**config.mk**
```make
export PLATFORM = sky130hd
export DESIGN_NAME = multicycle_control_unit
export DESIGN_NICKNAME = d
export VERILOG_FILES = /design/src/rtl/multicycle_control_unit.sv
export SDC_FILE = /design/constraint.sdc
export NUM_CORES = 1
export LEC_CHECK = 0
export ABC_AREA = 1
export BUFFER_PORTS_ARGS = -buffer_cell sky130_fd_sc_hd__buf_2
export CAP_MARGIN = 20
export CORE_MARGIN = 4
export CORE_UTILIZATION = 50
export CTS_CLUSTER_SIZE = 16
export DETAILED_ROUTE_END_ITERATION = 8
export GPL_ROUTABILITY_DRIVEN = 0
export GPL_TIMING_DRIVEN = 0
export PLACE_DENSITY = 0.77
export SLEW_MARGIN = 10
export SYNTH_ARGS = -nofsm -noshare
export SYNTH_HDL_FRONTEND = slang
export SYNTH_SLANG_ARGS = --single-unit
```
**constraint.sdc**
```tcl
create_clock -name CLK -period 1.6 [get_ports CLK]
set_input_delay 0.08 -clock CLK [delete_from_list [all_inputs] [get_ports CLK]]
set_output_delay 0.08 -clock CLK [all_outputs]
set_load 0.02 [all_outputs]
```
**src/rtl/multicycle_control_unit.sv**
```systemverilog
// ---------------------------------------------------------------------------
// multicycle_control_unit
//
// Sequencing controller for a multi-cycle RV32I datapath. A single ALU and a
// single unified memory port are shared between instruction fetch, address
// generation, execute and branch evaluation. This block decodes the opcode
// held in the instruction register, walks each instruction through its
// states, stalls on the memory-ready handshake and counts retired
// instructions. It is the only source of the datapath write strobes.
//
// Ports
//   CLK         in   1   rising-edge clock
//   RESET       in   1   synchronous, active-low reset
//   Op          in   7   Instr[6:0] from the instruction register
//   Funct3      in   3   Instr[14:12]
//   Funct7b5    in   1   Instr[30]
//   Zero        in   1   ALU zero flag
//   MemReady    in   1   memory finished the current access this cycle
//   PCWrite     out  1   PC register load
//   AdrSrc      out  1   memory address select (0 PC, 1 Result)
//   MemWrite    out  1   memory write strobe
//   IRWrite     out  1   instruction register / OldPC load
//   ResultSrc   out  2   00 ALUOut, 01 Data, 10 ALUResult
//   ALUSrcA     out  2   00 PC, 01 OldPC, 10 SrcA
//   ALUSrcB     out  2   00 WriteData, 01 ImmExt, 10 constant 4
//   ALUControl  out  3   000 add, 001 sub, 010 and, 011 or, 101 slt
//   ImmSrc      out  2   00 I, 01 S, 10 B, 11 J
//   RegWrite    out  1   register file write enable
//   Halted      out  1   high while in HALT
//   State       out  4   current state encoding (debug)
//   InstrCount  out  32  retired-instruction counter
// ---------------------------------------------------------------------------
module multicycle_control_unit (
  input  logic        CLK,
  input  logic        RESET,
  input  logic [6:0]  Op,
  input  logic [2:0]  Funct3,
  input  logic        Funct7b5,
  input  logic        Zero,
  input  logic        MemReady,
  output logic        PCWrite,
  output logic        AdrSrc,
  output logic        MemWrite,
  output logic        IRWrite,
  output logic [1:0]  ResultSrc,
  output logic [1:0]  ALUSrcA,
  output logic [1:0]  ALUSrcB,
  output logic [2:0]  ALUControl,
  output logic [1:0]  ImmSrc,
  output logic        RegWrite,
  output logic        Halted,
  output logic [3:0]  State,
  output logic [31:0] InstrCount
);

  typedef enum logic [3:0] {
    FETCH    = 4'd0,
    DECODE   = 4'd1,
    MEMADR   = 4'd2,
    MEMREAD  = 4'd3,
    MEMWB    = 4'd4,
    MEMWRITE = 4'd5,
    EXECUTER = 4'd6,
    ALUWB    = 4'd7,
    EXECUTEI = 4'd8,
    JAL      = 4'd9,
    BEQ      = 4'd10,
    HALT     = 4'd11
  } stateT;

  localparam logic [6:0] opLoad   = 7'b0000011;
  localparam logic [6:0] opStore  = 7'b0100011;
  localparam logic [6:0] opRType  = 7'b0110011;
  localparam logic [6:0] opIType  = 7'b0010011;
  localparam logic [6:0] opJal    = 7'b1101111;
  localparam logic [6:0] opBranch = 7'b1100011;

  localparam logic [1:0] aluOpAdd    = 2'b00;
  localparam logic [1:0] aluOpSub    = 2'b01;
  localparam logic [1:0] aluOpFunct  = 2'b10;

  stateT      stateReg;
  stateT      stateNext;
  stateT      activeState;
  logic [1:0] aluOp;
  logic       pcUpdate;
  logic       branch;
  logic       irWriteRaw;
  logic       memWriteRaw;
  logic       regWriteRaw;
  logic       retire;

  // While reset is held, the outputs must look exactly like a FETCH cycle no
  // matter what state the register still holds, so everything downstream
  // decodes from this "effective" state rather than the raw register. The
  // write strobes are additionally gated by RESET further down so that an
  // instruction abandoned by reset never writes anything.
  always_comb begin
    activeState = RESET ? stateReg : FETCH;
  end

  assign State = activeState;

  // State register and retired-instruction counter. Reset is synchronous and
  // takes priority over retirement, so an instruction cut short by reset is
  // never counted. The counter simply wraps at 32 bits.
  always_ff @(posedge CLK) begin
    if (!RESET) begin
      stateReg   <= FETCH;
      InstrCount <= '0;
    end else begin
      stateReg <= stateNext;
      if (retire) begin
        InstrCount <= InstrCount + 32'd1;
      end
    end
  end

  // Next-state and per-state control decode. Every control signal starts at
  // zero and each state only raises what it needs. FETCH, MEMREAD and
  // MEMWRITE are the memory-touching states, so they hold until MemReady.
  // The fetch itself (IR load and PC+4) only commits on the ready cycle so a
  // stalled fetch does not advance the PC. Unused encodings 12-15 fall into
  // the default arm and recover to FETCH with all strobes low.
  always_comb begin
    stateNext   = FETCH;
    AdrSrc      = 1'b0;
    ResultSrc   = 2'b00;
    ALUSrcA     = 2'b00;
    ALUSrcB     = 2'b00;
    aluOp       = aluOpAdd;
    pcUpdate    = 1'b0;
    branch      = 1'b0;
    irWriteRaw  = 1'b0;
    memWriteRaw = 1'b0;
    regWriteRaw = 1'b0;
    Halted      = 1'b0;
    retire      = 1'b0;

    case (activeState)
      FETCH: begin
        AdrSrc    = 1'b0;
        ALUSrcA   = 2'b00;
        ALUSrcB   = 2'b10;
        aluOp     = aluOpAdd;
        ResultSrc = 2'b10;
        if (MemReady) begin
          irWriteRaw = 1'b1;
          pcUpdate   = 1'b1;
          stateNext  = DECODE;
        end else begin
          stateNext = FETCH;
        end
      end

      DECODE: begin
        ALUSrcA = 2'b01;
        ALUSrcB = 2'b01;
        aluOp   = aluOpAdd;
        case (Op)
          opLoad,
          opStore:  stateNext = MEMADR;
          opRType:  stateNext = EXECUTER;
          opIType:  stateNext = EXECUTEI;
          opJal:    stateNext = JAL;
          opBranch: stateNext = BEQ;
          default:  stateNext = HALT;
        endcase
      end

      MEMADR: begin
        ALUSrcA   = 2'b10;
        ALUSrcB   = 2'b01;
        aluOp     = aluOpAdd;
        stateNext = (Op == opLoad) ? MEMREAD : MEMWRITE;
      end

      MEMREAD: begin
        AdrSrc    = 1'b1;
        ResultSrc = 2'b00;
        stateNext = MemReady ? MEMWB : MEMREAD;
      end

      MEMWB: begin
        ResultSrc   = 2'b01;
        regWriteRaw = 1'b1;
        retire      = 1'b1;
        stateNext   = FETCH;
      end

      MEMWRITE: begin
        AdrSrc      = 1'b1;
        ResultSrc   = 2'b00;
        memWriteRaw = 1'b1;
        if (MemReady) begin
          retire    = 1'b1;
          stateNext = FETCH;
        end else begin
          stateNext = MEMWRITE;
        end
      end

      EXECUTER: begin
        ALUSrcA   = 2'b10;
        ALUSrcB   = 2'b00;
        aluOp     = aluOpFunct;
        stateNext = ALUWB;
      end

      EXECUTEI: begin
        ALUSrcA   = 2'b10;
        ALUSrcB   = 2'b01;
        aluOp     = aluOpFunct;
        stateNext = ALUWB;
      end

      ALUWB: begin
        ResultSrc   = 2'b00;
        regWriteRaw = 1'b1;
        retire      = 1'b1;
        stateNext   = FETCH;
      end

      JAL: begin
        ALUSrcA   = 2'b01;
        ALUSrcB   = 2'b10;
        aluOp     = aluOpAdd;
        ResultSrc = 2'b00;
        pcUpdate  = 1'b1;
        stateNext = ALUWB;
      end

      BEQ: begin
        ALUSrcA   = 2'b10;
        ALUSrcB   = 2'b00;
        aluOp     = aluOpSub;
        ResultSrc = 2'b00;
        branch    = 1'b1;
        retire    = 1'b1;
        stateNext = FETCH;
      end

      HALT: begin
        Halted    = 1'b1;
        stateNext = HALT;
      end

      default: begin
        stateNext = FETCH;
      end
    endcase
  end

  // Write strobes. The branch term is combinational on Zero so the PC load
  // tracks the comparison result within the BEQ cycle. All four strobes are
  // held low while reset is asserted.
  always_comb begin
    PCWrite  = RESET & (pcUpdate | (branch & Zero));
    IRWrite  = RESET & irWriteRaw;
    MemWrite = RESET & memWriteRaw;
    RegWrite = RESET & regWriteRaw;
  end

  // ALU operation decode. Funct7b5 only selects subtract for register-register
  // ops (Op[5] set); for immediates that bit belongs to the immediate field,
  // so addi must stay an add. Unlisted funct3 values fall back to add.
  always_comb begin
    ALUControl = 3'b000;
    case (aluOp)
      aluOpAdd: ALUControl = 3'b000;
      aluOpSub: ALUControl = 3'b001;
      aluOpFunct: begin
        case (Funct3)
          3'b000:  ALUControl = (Op[5] & Funct7b5) ? 3'b001 : 3'b000;
          3'b010:  ALUControl = 3'b101;
          3'b110:  ALUControl = 3'b011;
          3'b111:  ALUControl = 3'b010;
          default: ALUControl = 3'b000;
        endcase
      end
      default: ALUControl = 3'b000;
    endcase
  end

  // Immediate format select depends only on the opcode and is valid in every
  // state, which lets DECODE compute the branch target with the right format.
  always_comb begin
    ImmSrc = 2'b00;
    case (Op)
      opLoad,
      opIType:  ImmSrc = 2'b00;
      opStore:  ImmSrc = 2'b01;
      opBranch: ImmSrc = 2'b10;
      opJal:    ImmSrc = 2'b11;
      default:  ImmSrc = 2'b00;
    endcase
  end

endmodule

```
==> flow_metrics.env <==
export IMPL_outcome="finished with violations"
export IMPL_failed_checks="setup timing"
export IMPL_syn_nets=435
export IMPL_grt_usage=0.248
export IMPL_fin_worst_skew_ps=4.57
export IMPL_p_per_area_nw_per_um2=703
export IMPL_clk_latency_ps=290
export IMPL_path_max_fanout=3
export IMPL_timing_setup_tns_ps=-2460
export IMPL_dieArea_um2=6130
export IMPL_final_core_util=0.812
export IMPL_hold_viol=0
export IMPL_postRouteWirelength_um=9930
export IMPL_yosys_top_cells_count="nand2_1, nor2_1, inv_1"
export IMPL_fin_ws_ps=-365
export IMPL_p_total_mw=2.72
export IMPL_clkTransAtPathRegs_ps=80
export IMPL_synth_edf_count=0
export IMPL_fin_crit_sh=1.23
export IMPL_die_y_um=78.3
export IMPL_grt_max_degree=12
export IMPL_clock_root_buffer="clkbuf_8"
export IMPL_htree_levels=2
export IMPL_drtIter0Drc=341
export IMPL_fmax_ghz=0.509
export IMPL_setup_viol=34
export IMPL_crit_path_top_delay_cell="dfxtp_4"
export IMPL_cp_start_kind="flop"
export IMPL_vias=3341
export IMPL_timing_max_cap_violations=0
export IMPL_rsz0062_at_grt="yes"
export IMPL_clockBufferDepth=2
export IMPL_synth_area_leaders="dfxtp_1, nand2_1, nor2_1"
export IMPL_grt_pass1_vias=2872
export IMPL_crit_arrival_ps=1890
export IMPL_yosys_most_used_dff="dfxtp_1"
export IMPL_initial_core_util=0.519
export IMPL_crit_path_max_incr_delay_ps=370
export IMPL_hp_class="input pin to flop"
export IMPL_wl_per_cell_um=16.8
export IMPL_endpoint_kind="output pin"
export IMPL_grt_pass1_wl_um=12300
export IMPL_viasPerCell=5.64
export IMPL_max_slew_margin=0.543
export IMPL_port_buffers=66
export IMPL_final_nets=542
export IMPL_fp_row_count=25
export IMPL_synth_seq_area_share=0.292
export IMPL_drive_above_1_share=0.398
export IMPL_ys_ff_latch=36
export IMPL_cp_cell_sequence="nand2_4, nor2_4, nand2_2, and2_4, inv_2, ha_4, inv_4, nor3_4, nor2_1, a21oi_2, buf_4"
export IMPL_critPathKind="flop to output pin"
export IMPL_period_needed_ps=1970
export IMPL_drc=0
export IMPL_postPlaceCellArea_um2=2940
export IMPL_power_leakage_nw=1.85
export IMPL_synth_warnings=0
export IMPL_worstMarginPinSlew_ps=686
export IMPL_syn_inst=417
export IMPL_dp_cells=550
export IMPL_ys_types=31
export IMPL_grt_overflow_total=0
export IMPL_synth_top_cell_by_area="dfxtp_1"
export IMPL_critPathRequiredTime_ps=1520
export IMPL_place_hpwl_um=5080
export IMPL_synth_top_area_frac=0.292
export IMPL_yosysMostFrequentCell="nand2_1"
export IMPL_antenna_found_initial=0
export IMPL_ir_worst_vdd_v=0.000521
export IMPL_avgSynthCellArea_um2=5.92
export IMPL_drv_slew=0
export IMPL_antenna_cells=0
export IMPL_io_pin_count=68
export IMPL_ant_nets=0
export IMPL_core_um2=4750
export IMPL_syn_area_um2=2470
export IMPL_firstDrtPassIters=5
export IMPL_fin_cells=592
export IMPL_cts_hold_buf=0
export IMPL_cts_sinks=36
export IMPL_syn_to_final_growth_pct=56.4
export IMPL_cts_buffers=5
export IMPL_synthArstFlopShare=0
export IMPL_fp_dieW_um=78.3
export IMPL_cts_tree="yes"
export IMPL_finalInstanceArea_um2=3860
final timing paths:
kind                            slack (ps)  depth (start not counted)             end            from
worst max register to register        -110                          7  InstrCount[23]   InstrCount[5]
worst min register to register         500                          2  InstrCount[16]  InstrCount[16]
worst min-delay path                   100                          3     stateReg[2]           Op[4]
worst max-delay path                  -370                         11   ALUControl[0]     stateReg[1]
timing repair:
action | 4_1_cts | 5_1_grt
setup endpoints to repair | 10 | 39
cloned | 0 | 3
pin swaps | 17 | 43
buffers inserted | 19 | 18
resized for setup | 33 | 103
cells in the final DEF, fill, tap and decap left out, types with 6 or more instances in the layout:
cell type,netlist,final
a21oi_1,24,16
a21oi_2,0,8
buf_2,0,56
buf_4,2,27
buf_6,3,12
dfxtp_1,36,26
dfxtp_2,0,6
inv_1,63,59
nand2_1,117,97
nand2_2,10,14
nand2_4,0,16
nand3_1,29,21
nand3_2,0,6
nand4_1,10,10
nor2_1,70,57
nor2_2,2,10
nor2_4,2,7
nor3_1,7,6
o21ai_0,9,6
o21ai_2,0,6
kinds of logic after synthesis:
logic type	share of synthesized area
buffers and inverters	0.128
AO/OA/AOI/OAI	0.0937
flip-flops	0.292
XOR/XNOR	0.0177
AND/OR/NAND/NOR	0.453
adder cells (fa/ha/maj)	0.0152
state kept, by name, summed over array words and instances (netlist names):
| name | flops |
|---|---|
| InstrCount | 32 |
| stateReg | 4 |
critical path: cells and delay by family, from the launching register on:
family                   cells  cell delay [ps]
AND/OR/NAND/NOR              6              670
AO/OA/AOI/OAI                1              140
adder cells (fa/ha/maj)      1              140
buffers and inverters        3              250
flip-flops                   1              370
routing by layer:
| layer | routed length (um) | global-route usage |
|---|---|---|
| met1 | 3490 | 0.278 |
| met2 | 5040 | 0.458 |
| met3 | 861 | 0.0482 |
| met4 | 533 | 0.0962 |
| met5 | 0 | 0 |
power breakdown:
group / leakage [nW] / internal, mW / switching [mW]
Sequential: 0.296 / 0.927 / 0.0426
Combinational: 1.49 / 0.415 / 0.516
Clock: 0.0552 / 0.463 / 0.352
through the flow:
stage               hold WS (ps)  worst slack [ps]
detailed placement           403              -142
global route                 107              -450
finish                      97.5              -365
global placement             405              -104
floorplan                    212              12.2
CTS                         92.9              -273
layout make-up:
type	count	area [um2]
Tap cell	67	83.8
Timing Repair Buffer	100	732
Multi-Input combinational cell	308	1840
Sequential cell	36	743
Buffer	9	104
Clock inverter	2	35.0
Clock buffer	6	72.6
Inverter	64	255
Fill cell	299	892
Note: power is estimated with default switching activity, not from simulation.
